[config.mk]
export PLATFORM = sky130hd
export DESIGN_NAME = unified_mem_arbiter
export DESIGN_NICKNAME = d
export VERILOG_FILES = /design/src/rtl/unified_mem_arbiter_pkg.sv /design/src/rtl/unified_mem_arbiter_lat_cnt.sv /design/src/rtl/unified_mem_arbiter.sv
export SDC_FILE = /design/constraint.sdc
export NUM_CORES = 1
export LEC_CHECK = 0
export ABC_AREA = 1
export CAP_MARGIN = 10
export CORE_MARGIN = 10
export CORE_UTILIZATION = 37
export CTS_CLUSTER_DIAMETER = 50
export DETAILED_ROUTE_END_ITERATION = 8
export GPL_TIMING_DRIVEN = 0
export PLACE_DENSITY = 0.86
export SYNTH_ARGS = -nofsm -noshare
export SYNTH_HDL_FRONTEND = slang
export SYNTH_HIERARCHICAL = 1
export SYNTH_SLANG_ARGS = --single-unit
[constraint.sdc]
create_clock -name clk -period 3.1 [get_ports clk]
set_input_delay 0.775 -clock clk [delete_from_list [all_inputs] [get_ports clk]]
set_output_delay 0.775 -clock clk [all_outputs]
set_load 0.02 [all_outputs]
[src/rtl/unified_mem_arbiter_pkg.sv]
// Shared types and constants for the unified I/D memory arbiter.
package unified_mem_arbiter_pkg;

  // Arbiter sequencing states: idle/issue, or waiting on a fetch or data read.
  typedef enum logic [1:0] {
    StIdle = 2'd0,
    StRdI  = 2'd1,
    StRdD  = 2'd2
  } arb_state_e;

  // Supported RAM read latency range; the latency counter is sized for the maximum.
  localparam int unsigned RdLatMin = 1;
  localparam int unsigned RdLatMax = 3;
  localparam int unsigned LatCntW  = 2;

  localparam int unsigned DataW = 32;

  // Width needed to hold a streak count of 0..max_streak.
  function automatic int unsigned streak_width(input int unsigned max_streak);
    if (max_streak < 2) begin
      return 1;
    end
    return $clog2(max_streak + 1);
  endfunction

endpackage

[src/rtl/unified_mem_arbiter_lat_cnt.sv]
// Loadable down-counter timing an outstanding RAM read.
// Loaded with the read latency on the issue edge; done_o marks the cycle in which
// the RAM read data is valid and must be captured.
module unified_mem_arbiter_lat_cnt
  import unified_mem_arbiter_pkg::*;
#(
  parameter int unsigned Width = LatCntW
) (
  input  logic             clk_i,
  input  logic             rst_ni,
  input  logic             load_i,
  input  logic [Width-1:0] load_val_i,
  output logic             done_o
);

  logic [Width-1:0] count_q, count_d;

  // Next count: load on issue, otherwise count down to zero and stay there.
  always_comb begin
    count_d = count_q;
    if (load_i) begin
      count_d = load_val_i;
    end else if (count_q != '0) begin
      count_d = count_q - Width'(1);
    end
  end

  // Count register; a reset aborts any read in flight.
  always_ff @(posedge clk_i or negedge rst_ni) begin
    if (!rst_ni) begin
      count_q <= '0;
    end else begin
      count_q <= count_d;
    end
  end

  // Final wait cycle: a count of one means the RAM output is valid now.
  assign done_o = (count_q == Width'(1));

endmodule

[src/rtl/unified_mem_arbiter.sv]
// Shares one single-port synchronous RAM between instruction fetch (I) and data (D).
// One read is outstanding at a time; writes complete in their issue cycle. D has
// priority, but after MAX_D_STREAK consecutive D grants with a fetch waiting, I wins.
// RD_LAT must lie in 1..3.
module unified_mem_arbiter
  import unified_mem_arbiter_pkg::*;
#(
  parameter int unsigned ADDR_W       = 10,
  parameter int unsigned RD_LAT       = 1,
  parameter int unsigned MAX_D_STREAK = 4
) (
  input  logic              clk,
  input  logic              rst,
  input  logic              i_req,
  input  logic [31:0]       i_addr,
  output logic              i_gnt,
  output logic              i_rvalid,
  output logic [DataW-1:0]  i_rdata,
  input  logic              d_req,
  input  logic              d_we,
  input  logic [31:0]       d_addr,
  input  logic [DataW-1:0]  d_wdata,
  output logic              d_gnt,
  output logic              d_rvalid,
  output logic [DataW-1:0]  d_rdata,
  output logic              ram_en,
  output logic              ram_we,
  output logic [ADDR_W-1:0] ram_addr,
  output logic [DataW-1:0]  ram_wdata,
  input  logic [DataW-1:0]  ram_rdata,
  output logic              busy
);

  localparam int unsigned         StreakW   = streak_width(MAX_D_STREAK);
  localparam logic [StreakW-1:0]  StreakMax = StreakW'(MAX_D_STREAK);
  localparam logic [LatCntW-1:0]  LatLoad   = LatCntW'(RD_LAT);

  arb_state_e         state_q, state_d;
  logic [StreakW-1:0] streak_q, streak_d;
  logic               d_win, i_win;
  logic               issue_rd;
  logic               lat_done;
  logic               i_rvalid_q, d_rvalid_q;
  logic [DataW-1:0]   i_rdata_q, d_rdata_q;

  // Byte-offset and high address bits are ignored by design.
  logic unused_addr_bits;
  assign unused_addr_bits = ^{i_addr[31:ADDR_W+2], i_addr[1:0],
                              d_addr[31:ADDR_W+2], d_addr[1:0]};

  // Arbitration, RAM issue and next state; everything combinational is forced low in reset.
  always_comb begin
    state_d   = state_q;
    d_win     = 1'b0;
    i_win     = 1'b0;
    i_gnt     = 1'b0;
    d_gnt     = 1'b0;
    ram_en    = 1'b0;
    ram_we    = 1'b0;
    ram_addr  = '0;
    ram_wdata = '0;
    case (state_q)
      StIdle: begin
        // D wins unless a waiting fetch has already sat out a full D streak.
        d_win = d_req && !(i_req && (streak_q == StreakMax));
        i_win = i_req && !d_win;
        if (d_win) begin
          d_gnt    = 1'b1;
          ram_en   = 1'b1;
          ram_we   = d_we;
          ram_addr = d_addr[ADDR_W+1:2];
          if (d_we) begin
            ram_wdata = d_wdata;
          end else begin
            state_d = StRdD;
          end
        end else if (i_win) begin
          i_gnt    = 1'b1;
          ram_en   = 1'b1;
          ram_addr = i_addr[ADDR_W+1:2];
          state_d  = StRdI;
        end
      end
      StRdI, StRdD: begin
        if (lat_done) begin
          state_d = StIdle;
        end
      end
      default: begin
        state_d = StIdle;
      end
    endcase
    if (!rst) begin
      state_d   = StIdle;
      i_gnt     = 1'b0;
      d_gnt     = 1'b0;
      ram_en    = 1'b0;
      ram_we    = 1'b0;
      ram_addr  = '0;
      ram_wdata = '0;
    end
  end

  assign issue_rd = i_gnt || (d_gnt && !d_we);

  // Streak of D grants taken while a fetch waits; cleared once I is served or stops asking.
  always_comb begin
    streak_d = streak_q;
    if (!i_req || i_gnt) begin
      streak_d = '0;
    end else if (d_gnt && (streak_q != StreakMax)) begin
      streak_d = streak_q + StreakW'(1);
    end
  end

  unified_mem_arbiter_lat_cnt #(
    .Width(LatCntW)
  ) u_lat_cnt (
    .clk_i      (clk),
    .rst_ni     (rst),
    .load_i     (issue_rd),
    .load_val_i (LatLoad),
    .done_o     (lat_done)
  );

  // FSM state and streak registers.
  always_ff @(posedge clk or negedge rst) begin
    if (!rst) begin
      state_q  <= StIdle;
      streak_q <= '0;
    end else begin
      state_q  <= state_d;
      streak_q <= streak_d;
    end
  end

  // Capture read data on the last wait cycle; rvalid pulses the cycle after, back in idle.
  always_ff @(posedge clk or negedge rst) begin
    if (!rst) begin
      i_rvalid_q <= 1'b0;
      d_rvalid_q <= 1'b0;
      i_rdata_q  <= '0;
      d_rdata_q  <= '0;
    end else begin
      i_rvalid_q <= (state_q == StRdI) && lat_done;
      d_rvalid_q <= (state_q == StRdD) && lat_done;
      if ((state_q == StRdI) && lat_done) begin
        i_rdata_q <= ram_rdata;
      end
      if ((state_q == StRdD) && lat_done) begin
        d_rdata_q <= ram_rdata;
      end
    end
  end

  assign i_rvalid = i_rvalid_q;
  assign d_rvalid = d_rvalid_q;
  assign i_rdata  = i_rdata_q;
  assign d_rdata  = d_rdata_q;
  assign busy     = (state_q != StIdle);

endmodule
==> key figures <==
Run status
  • Run status: completed

Synth
  • Synth Net Count: approximately 560
  • Adder-cell area share of the yosys netlist: between 2 and 3%
  • Summed instance area of the synthesized netlist: ~3400 µm²
  • Cell type with the largest total area after synthesis: sky130_fd_sc_hd__dfrtp_1
  • Ranking of synthesized cells by area: sky130_fd_sc_hd__dfrtp_1 (54%), sky130_fd_sc_hd__nand2_1 (12%), sky130_fd_sc_hd__o21ai_0 (9.8%)
  • Synthesized-area fraction occupied by ao, oa, aoi and oai cells: a little over a tenth
  • Warnings from Yosys: 6
  • Yosys top cell area share: 54.2%
  • Sequential cell area fraction in the yosys report: 54.2%
  • Basic-gate share of the synthesized area counting and, or, nand and nor cells: 19.3%
  • Number of cells produced by synthesis: 416
  • Largest family of logic cells by synthesized area: simple AND/OR/NAND/NOR gates
  • Post-synth EDFFs: 0
  • Count leader, synth: sky130_fd_sc_hd__nand2_1
  • Post-synth top cells: sky130_fd_sc_hd__nand2_1 (112), sky130_fd_sc_hd__inv_1 (78), sky130_fd_sc_hd__dfrtp_1 (73), sky130_fd_sc_hd__o21ai_0 (66), sky130_fd_sc_hd__nor2_1 (36)
  • Number of library cell types mapped by synthesis: 20
  • Number of synthesized register bits: 73
  • Post-Synth XOR/XNOR Area: less than 1%
  • Multiplexer area fraction after synthesis: 0%
  • Main synth FF type: sky130_fd_sc_hd__dfrtp_1
  • Mean instance size in the synthesized netlist: 8.11 µm²
  • Share of synthesized registers carrying an async set or reset: 100%

Floorplanning
  • Die Footprint: 13300 µm²
  • Overall die width: around 120 µm
  • Initial cell density of the core: a little under two fifths
  • Row Count: 34
  • Number of placed I/O pins: 246
  • Overall die height: 115 µm
  • Placeable core area: 8810 µm²

Routing
  • Via density per instance: 4.65
  • Max layer used: met4
  • Antenna-violating nets left: 0
  • Wire length per cell: 17.0 µm
  • Routed met3 length: 833 µm
  • Total routed wirelength: 12600 µm
  • Wire length on met1: 4550 µm
  • Starting DRT DRC Count: 158
  • Drt pass-1 iters: 4
  • Met2 routed wirelength: approximately 7000 µm
  • Via count: 3451
  • DR DRC count: 0

Clocking
  • Buffer type at the clock tree root: sky130_fd_sc_hd__clkbuf_8
  • Setup Buffers After CTS: 0
  • Clk Latency, worst-skew pair: 0.34 ns
  • Number of hold buffers added after cts: 0
  • TritonCTS clock tree: yes
  • Number of buffers created by CTS: 9
  • Level count of the clock H-tree: 3
  • Maximum clock path buffer count: 2
  • Number of sinks on the clock net: 73
  • Post-CTS clock slew at the launch and capture registers of the worst setup and hold paths: 0.08 ns

STA
  • Worst setup skew after layout: 0.0116 ns
  • Endpoints failing setup: 0
  • Achievable Freq: 0.331 GHz
  • Final number of hold-violating endpoints: 0
  • TNS Setup: 0 ns
  • RSZ-0062 raised after global routing: no
  • Final Cycle Share: 97.4%
  • Min Clock Period, post-route: 3.02 ns
  • Number of max-slew violations in the final report: 0

Critical path
  • CP max stage delay: about 0.50 ns
  • Arrival @ worst endpoint: 2.25 ns
  • Worst-path cell chain: clkdlybuf4s50_1, nand3_2, nand4_4, buf_6, nor2_1, dlygate4sd2_1
  • Crit end category: output port
  • Crit path launch type: primary input
  • Required time of the critical path: 2.32 ns
  • Crit Reg-Reg Endpoint: u_lat_cnt/count_q[0]$_DFFE_PN0P_
  • RR Startpoint: state_q[1]$_DFFE_PN0P_
  • Standard cell with the maximum stage delay on the critical path: sky130_fd_sc_hd__clkdlybuf4s50_1
  • Worst Path Max Fanout: 10
  • Crit path kind: primary input to output port
  • Register-to-register setup slack: 1.23 ns
  • Number of cells on the worst reg-to-reg path: 9

Global route
  • Overall fraction of global-route tracks in use: ~18%
  • Largest net degree at the start of global routing: 76
  • Number of global-route vias before repair: 3593
  • Initial antenna violation count: 0
  • Overflow left after global routing: 0
  • First-pass GRT wire length: 18900 µm

Min path
  • Worst min-delay path class: primary input to async pin

Power and ir drop
  • Maximum resistive drop on vdd: about 0.51 mV
  • Ratio of total power to cell area: 885 nW/µm²
  • Standby leakage power: 0.00298 µW
  • Total power after layout: approximately 5000 µW

Flow run
  • Maxcap violations: 0

Final layout
  • Fraction of final layout cells with drive strength greater than 1: 8.83%
  • Count of inserted antenna diode cells: 0
  • Area Overhead vs Synth: 68.3%
  • Number of nets in the final layout: about 770
  • Finished Layout Cells: approximately 740

Placed design
  • Input/output buffers: 201
  • Dpl hpwl: 10100 µm
  • Number of placed instances with taps included: 725
  • Routability Congestion: roughly 0.79
what timing repair did:
| item | in CTS | in global routing |
|---|---|---|
| hold endpoints to repair | 0 | 0 |
| endpoints found under the setup margin | 46 | 37 |
| gates cloned | 0 | 1 |
| pin swaps | 0 | 0 |
| resized for setup | 54 | 47 |
layout by cell type (no fill, tap or decap), types with 2 or more instances in the layout:
cell type	synthesis	routed
sky130_fd_sc_hd__clkdlybuf4s50_1	0	153
sky130_fd_sc_hd__nand2_1	112	112
sky130_fd_sc_hd__inv_1	78	78
sky130_fd_sc_hd__dfrtp_1	73	73
sky130_fd_sc_hd__o21ai_0	66	66
sky130_fd_sc_hd__nor2_1	36	36
sky130_fd_sc_hd__dlygate4sd2_1	0	16
sky130_fd_sc_hd__clkbuf_2	0	16
sky130_fd_sc_hd__clkdlybuf4s15_1	0	14
sky130_fd_sc_hd__buf_2	8	9
sky130_fd_sc_hd__clkbuf_8	0	9
sky130_fd_sc_hd__nand3_1	8	8
sky130_fd_sc_hd__clkbuf_1	6	7
sky130_fd_sc_hd__ha_1	7	7
sky130_fd_sc_hd__buf_6	5	5
sky130_fd_sc_hd__a21oi_1	4	4
sky130_fd_sc_hd__a21oi_2	2	2
sky130_fd_sc_hd__clkinv_2	1	2
sky130_fd_sc_hd__inv_2	2	2
sky130_fd_sc_hd__nand3_2	2	2
sky130_fd_sc_hd__bufinv_16	0	2
sky130_fd_sc_hd__conb_1	2	2
state kept, by name, indices dropped and copies added, names as in the netlist:
| name | flops |
|---|---|
| d_rvalid | 1 |
| i_rdata | 32 |
| u_lat_cnt/count_q | 2 |
| d_rdata | 32 |
| state_q | 2 |
| streak_q | 3 |
| i_rvalid | 1 |
logic make-up after synthesis:
| kind of cell | count (synthesis) |
|---|---|
| compound gates | 72 |
| buf+inv | 100 |
| simple gates | 161 |
| other cells | 2 |
| xor+xnor | 1 |
| flops | 73 |
| fa+ha+maj | 7 |
how the worst max path moves through the flow:
stage,cells past startpoint,startpoint,endpoint
floorplan,5,rst,ram_wdata[22]
global placement,7,rst,ram_wdata[26]
detailed placement,7,rst,ram_wdata[26]
CTS,9,i_req,ram_addr[5]
global route,6,i_req,ram_wdata[19]
finish,6,i_req,ram_wdata[6]
metal layers:
layer  vias to the layer above  track usage, %
met2                       106            32.8
met3                        16            5.79
met1                      1659            19.4
met5                         -               0
li1                       1670               -
met4                         0            5.41
report_power, final:
part / total (µW) / switching [µW] / internal (µW) / leakage (µW)
sequential: 1690 / 277 / 1410 / 0.000885
clock: 817 / 361 / 457 / 0.000107
combinational: 2520 / 1370 / 1150 / 0.00199
total: 5020 / 2010 / 3020 / 0.00298
cell type report:
class                      instances  area [µm²]
timing repair buffer             202        1950
multi-input combinational        243        1120
tap                              108         135
fill                             737        3130
buffer                            19         119
clock buffer                      10         128
sequential                        73        1830
clock inverter                     6        90.1
inverter                          81         305
stage by stage:
| stage | hold slack [ns] | cell area [µm²] | utilization, % | setup WS (ns) |
|---|---|---|---|---|
| 2_1_floorplan | 0.467 | 3370 | - | 0.789 |
| 3_3_place_gp | 0.466 | 5520 | 62.7 | -2.95 |
| 3_5_place_dp | 0.473 | 5520 | 62.6 | -0.782 |
| 4_1_cts | 0.320 | 5700 | 64.7 | 0.00153 |
| 5_1_grt | 0.248 | 5670 | 64.4 | 0.00107 |
| 6_report | 0.266 | 5670 | 64.4 | 0.0800 |
worst max-delay path, delay by kind of cell:
family	cells	cell delay (ns)
and+or+nand+nor	3	0.41
buffers and inverters	3	1.05
No activity file was read; power rests on OpenSTA's default activity.
